`src/rtl/pipelined_add_sub.sv`:
```
// Pipelined two's-complement add/sub: carry chain cut into STAGES chunks, one register rank per chunk.
// Latency: STAGES cycles from input accept to out_valid (plus any stall cycles).
// Backpressure: whole pipe advances only when output is empty or being drained; in_ready mirrors that.
module pipelined_add_sub #(
    parameter int WIDTH  = 16,
    parameter int STAGES = 4
) (
    input  logic             clk,
    input  logic             reset_n,
    input  logic             in_valid,
    output logic             in_ready,
    input  logic [WIDTH-1:0] a,
    input  logic [WIDTH-1:0] b,
    input  logic             cin,
    input  logic             sub,
    output logic             out_valid,
    input  logic             out_ready,
    output logic [WIDTH-1:0] sum,
    output logic             c_out,
    output logic             ovf
);

    localparam int CW   = WIDTH / STAGES;
    localparam int LAST = STAGES - 1;

    // Rank k holds the bundle that stage k operates on. Operands are kept full
    // width so their sign bits travel with the bundle for the overflow check.
    logic             vld_q [STAGES];
    logic [WIDTH-1:0] a_q   [STAGES];
    logic [WIDTH-1:0] b_q   [STAGES];
    logic [WIDTH-1:0] s_q   [STAGES];
    logic             c_q   [STAGES];

    logic [CW:0]      chunk  [STAGES];
    logic [WIDTH-1:0] st_sum [STAGES];
    logic             st_c   [STAGES];
    logic             ovf_nxt;
    logic             adv;

    // The pipeline moves as a whole: either the output slot is empty or it is leaving.
    assign adv      = ~out_valid | out_ready;
    assign in_ready = adv;

    // Stage k adds chunk k plus the carry left by stage k-1 and merges it into the partial sum.
    always_comb begin
        for (int k = 0; k < STAGES; k++) begin
            chunk[k]  = {1'b0, a_q[k][k*CW +: CW]} + {1'b0, b_q[k][k*CW +: CW]}
                      + {{CW{1'b0}}, c_q[k]};
            st_sum[k] = s_q[k];
            st_sum[k][k*CW +: CW] = chunk[k][CW-1:0];
            st_c[k]   = chunk[k][CW];
        end
        ovf_nxt = (a_q[LAST][WIDTH-1] == b_q[LAST][WIDTH-1])
                & (st_sum[LAST][WIDTH-1] != a_q[LAST][WIDTH-1]);
    end

    // Capture prepared operands, shift every rank forward, and register the final result.
    always_ff @(posedge clk) begin
        if (!reset_n) begin
            for (int k = 0; k < STAGES; k++) begin
                vld_q[k] <= 1'b0;
                a_q[k]   <= '0;
                b_q[k]   <= '0;
                s_q[k]   <= '0;
                c_q[k]   <= 1'b0;
            end
            out_valid <= 1'b0;
            sum       <= '0;
            c_out     <= 1'b0;
            ovf       <= 1'b0;
        end else if (adv) begin
            // Subtraction is a + ~b + 1, so cin is replaced by the forced 1.
            vld_q[0] <= in_valid;
            a_q[0]   <= a;
            b_q[0]   <= sub ? ~b : b;
            s_q[0]   <= '0;
            c_q[0]   <= sub ? 1'b1 : cin;
            for (int k = 1; k < STAGES; k++) begin
                vld_q[k] <= vld_q[k-1];
                a_q[k]   <= a_q[k-1];
                b_q[k]   <= b_q[k-1];
                s_q[k]   <= st_sum[k-1];
                c_q[k]   <= st_c[k-1];
            end
            out_valid <= vld_q[LAST];
            sum       <= st_sum[LAST];
            c_out     <= st_c[LAST];
            ovf       <= ovf_nxt;
        end
    end

endmodule

```
`config.mk`:
```
export PLATFORM = sky130hd
export DESIGN_NAME = pipelined_add_sub
export DESIGN_NICKNAME = d
export VERILOG_FILES = /design/src/rtl/pipelined_add_sub.sv
export SDC_FILE = /design/constraint.sdc
export NUM_CORES = 1
export LEC_CHECK = 0
export BUFFER_PORTS_ARGS = -buffer_cell sky130_fd_sc_hd__buf_2
export CORE_MARGIN = 8
export CORE_UTILIZATION = 50
export CTS_BUF_LIST = sky130_fd_sc_hd__clkbuf_4 sky130_fd_sc_hd__clkbuf_8
export DETAILED_ROUTE_END_ITERATION = 8
export PLACE_DENSITY = 0.8
export SLEW_MARGIN = 10
export SYNTH_ARGS = -nofsm -noshare
export SYNTH_HDL_FRONTEND = slang
export SYNTH_SLANG_ARGS = --single-unit
export TNS_END_PERCENT = 20
```
`constraint.sdc`:
```
create_clock -name clk -period 6 [get_ports clk]
set_input_delay 0.3 -clock clk [delete_from_list [all_inputs] [get_ports clk]]
set_output_delay 0.3 -clock clk [all_outputs]
set_load 0.05 [all_outputs]
```
[Word-level counts from Yosys, hierarchy flattened]
Memories as Yosys holds them, arrays and structs flattened. A register that Yosys moved wholly into a read port is not among the register bits.
Cells that the tools add are included.
Word-level totals
  register bits: 18
  latch bits: 0
  bits in writable memories: 200
  ROM bits: 0
  input bits: 38
  output and inout port bits: 20
  logic and storage cells: 70
  memories kept: 5
Cells by class
  add/subtract/negate cells: 8
  multiply operators: 0
  divide/modulo/power cells: 0
  order comparisons: 0
  eq/ne operators: 2
  shift operators: 0
  mux-type cells: 26
  bitwise operators: 24
  reductions and logical operators: 2
Memory list
  a_q: words 4, width 16, rd ports 4, clocked after Yosys merged registers in 0, write ports 4, line 29  | logic [WIDTH-1:0] a_q [STAGES];
  b_q: words 4, width 16, rd ports 4, clocked after Yosys merged registers in 0, write ports 4, line 30  | logic [WIDTH-1:0] b_q [STAGES];
  s_q: words 4, width 16, rd ports 4, clocked after Yosys merged registers in 1, write ports 4, line 31  | logic [WIDTH-1:0] s_q [STAGES];
  c_q: words 4, width 1, rd ports 4, clocked after Yosys merged registers in 0, write ports 4, line 32  | logic c_q [STAGES];
  vld_q: words 4, width 1, rd ports 4, clocked after Yosys merged registers in 1, write ports 4, line 28  | logic vld_q [STAGES];
Operators by type and width (count)
  16-bit 2-to-1 mux: 13
  1-bit bitwise OR: 21
  4-bit by 4-bit adder with 5-bit output: 4
  5-bit by 1-bit adder with 5-bit output: 4
  16-bit NOT: 1
  1-bit 2-to-1 mux: 13
  1-bit logical NOT: 2
  1-bit AND: 1
  1-bit equality test: 1
  1-bit != test: 1
  1-bit NOT: 1

[Longest topological paths before layout]
  word-level depth: 6
  mapped depth: 7
  depth with buffers taken out: 6

[Worst setup path after synthesis]
No wires, ideal clock.
  kind: reg-to-reg
  start: reg out_valid (read register of vld_q)
  end: mem a_q[0][0], enable pin
  setup time: 974 ps
  data arrival time: 2905 ps
  required time: 5026 ps
  path slack: 2121 ps
  cell stages (with the launch flop): 5
  buffers on the path: 2
  period minus slack after synthesis: 3879 ps
  path through: dfxtp_1 > nor2b_4 > buf_6 > buf_2 > nand2_1
RTL lines
  start, declared: line 16  | output logic out_valid,
  end, declared: line 29

==> run summary <==
status = completed
clock transition at the registers of the reported paths = 80 ps
Synth top cells by count = edfxtp_1, and3_1, nand2_1
CP Capture Type = flip-flop
drt initial violations = 203
number of enable flip-flop cells after synthesis = 106
final core occ = 58.2%
CTS Buf Count = 17
Power Density = 312 nW/um^2
antenna-violating nets left = 0
root buffer cell = clkbuf_8
Vias = 3,149
largest net degree at the start of global routing = 107
Peak Freq = 0.363 GHz
final-stage net count = 535
vias per inst = 5.00
H-tree depth = 4
first-pass GRT wire length = 15.0 mm
Worst Tran Pin Value = 905 ps
IO Port Bufs = 57
CTS Hold Bufs = 0
Crit Path Class = reg2reg
share of cells above drive strength 1 = 19.4%
number of synthesized register bits = 131
leading area contributor after synthesis = edfxtp_1
RSZ-0062 raised after global routing = no
DP Cell Count = 598
slowest CP cell = nand2_1
Synthesized Nets = 488
drc violations = 0
drt wl/cell = 14.1 um
synth top area cells = edfxtp_1, and3_1, dfxtp_1, fa_1, ha_1
Core Area = 10,800 sq um
Final Hold Viols = 0
setup TNS = 0 ps
Cells after Synth = 430
YS warnings = 0
CTS tree = built
Final setup viols = 0
Synth Cell Area = 5570 sq um
All-Layer GR Usage = 12.7%
Hold WC Path Type = in2reg
initial core utilization = 51.4%
fin crit period = 2750 ps
count leader, synth = edfxtp_1
worst path cell trace = nor2b_4, inv_4, nand2_1, nor3_1
Final Instance Count excl. Fillers = 630
period utilisation layout = 45.9%
vias in the first global route = 3,287
maximum vdd drop = 142 uV
Gates resized, CTS repair = 0
WP data arrival = 2880 ps
Slew HR = 39.6%
Overflow after GRT = 0
Synth cell types = 33
Skew-Pair Late Insertion Delay = 430 ps
worst-case clock buffer depth = 2
number of I/O pins = 58
share of the synthesized area in the top cell type = 57.2%
crit path max fanout = 105
Area growth syn-to-layout = 13.3%
Seq/Total Area, Yosys = 66.1%
WL final = 8.90 mm
Mapped Avg Cell Area = 13.0 sq um
Synth Flop Type = edfxtp_1
maximum capacitance violations = 0
overall die height = 122 um
Die W = 122 um
GPL Wtd Cong = 0.746
die area = 14,800 sq um
Post-CTS Setup Inserts = 0
WP data required = 6130 ps
CP max stage delay = 840 ps
P_leak = 0.00287 uW
clk_skew = 14.9 ps
ys async rst share = 0%
Detailed Place HPWL = 5.45 mm
Ant. Diodes = 0
max-slew violations = 0
fillcell total = 901
Pre-antenna DRT Iters = 4
num rows = 38
antenna violations before repair = 0
crit path launch type = flip-flop
CTS sink count = 131
-- stage by stage --
step	hold slack, ps	setup slack [ps]	total power, uW	instance area (sq um)
global route	111	2990	2040	6310
floorplan	426	2120	1150	5570
CTS	106	3270	1980	6310
global placement	435	3360	1170	5870
detailed placement	442	3220	1180	5870
finish	126	3250	1970	6310
-- placed cells by master (no fill, tap or decap), drive strengths merged --
cell type,n
o211ai,1
nor3b,2
nand3,4
clkbuf,22
fa,8
clkinv,5
and3,80
nor2b,10
buf,59
edfxtp,106
bufinv,4
or3,1
o21ai,9
inv,24
nand4,1
a21boi,17
ha,12
o21a,1
nand3b,1
nor2,25
a21oi,9
dfxtp,25
nand2,37
xnor2,17
a21o,2
nor3,7
o211a,1
-- kinds of logic (layout without fill, tap and decap cells) --
logic type               Yosys count  in the layout  synth area share, %
AO/OA/AOI/OAI                     40             40                 4.63
XOR/XNOR                          17             17                 2.67
adder cells (fa/ha/maj)           20             20                 5.57
buffers and inverters             54            114                 4.85
flip-flops                       131            131                 66.1
AND/OR/NAND/NOR                  168            168                 16.1
-- report_power, final --
group / internal [uW] / leakage, uW / total (uW) / switching (uW)
clock network: 487 / 0.000231 / 811 / 323
registers: 1030 / 0.00147 / 1040 / 14.2
logic: 50.3 / 0.00118 / 116 / 65.8
total: 1570 / 0.00287 / 1970 / 403
-- worst max-delay path: cells and delay by family (launching register included) --
family | cells | cell delay [ps]
buffers and inverters | 1 | 480
flip-flops | 1 | 320
AND/OR/NAND/NOR | 3 | 1590
-- final timing paths --
check	to	cells past startpoint	slack, ps	startpoint
min reg2reg	sum[9]	2	450	sum[9]
min	vld_q[0]	3	130	in_valid
max reg2reg	s_q[1][3]	4	3250	out_valid
max	s_q[1][3]	4	3250	out_valid
-- per-layer routing --
layer,track usage (%),up-vias,wire length [um]
li1,-,1602,-
met1,15.7,1454,4080
met2,19.5,82,4110
met3,5.09,11,600
met4,5.40,0,111
met5,0,-,0
-- state kept, by name, summed over array words and instances (netlist names) --
name,cells
a_q,40
b_q,40
s_q,24
vld_q,4
c_out,1
c_q,4
sum,16
out_valid,1
ovf,1
-- area by class of cell --
type / count / area, sq um / area share (%)
flip-flops and latches: 131 / 3680 / 58.4
multi-input cells: 245 / 1620 / 25.7
repair buffers: 59 / 300 / 4.76
clock buffers: 22 / 284 / 4.50
well taps: 140 / 175 / 2.78
clock inverters: 10 / 155 / 2.46
inverters: 23 / 88.8 / 1.41
(Power assumes the default switching activity.)
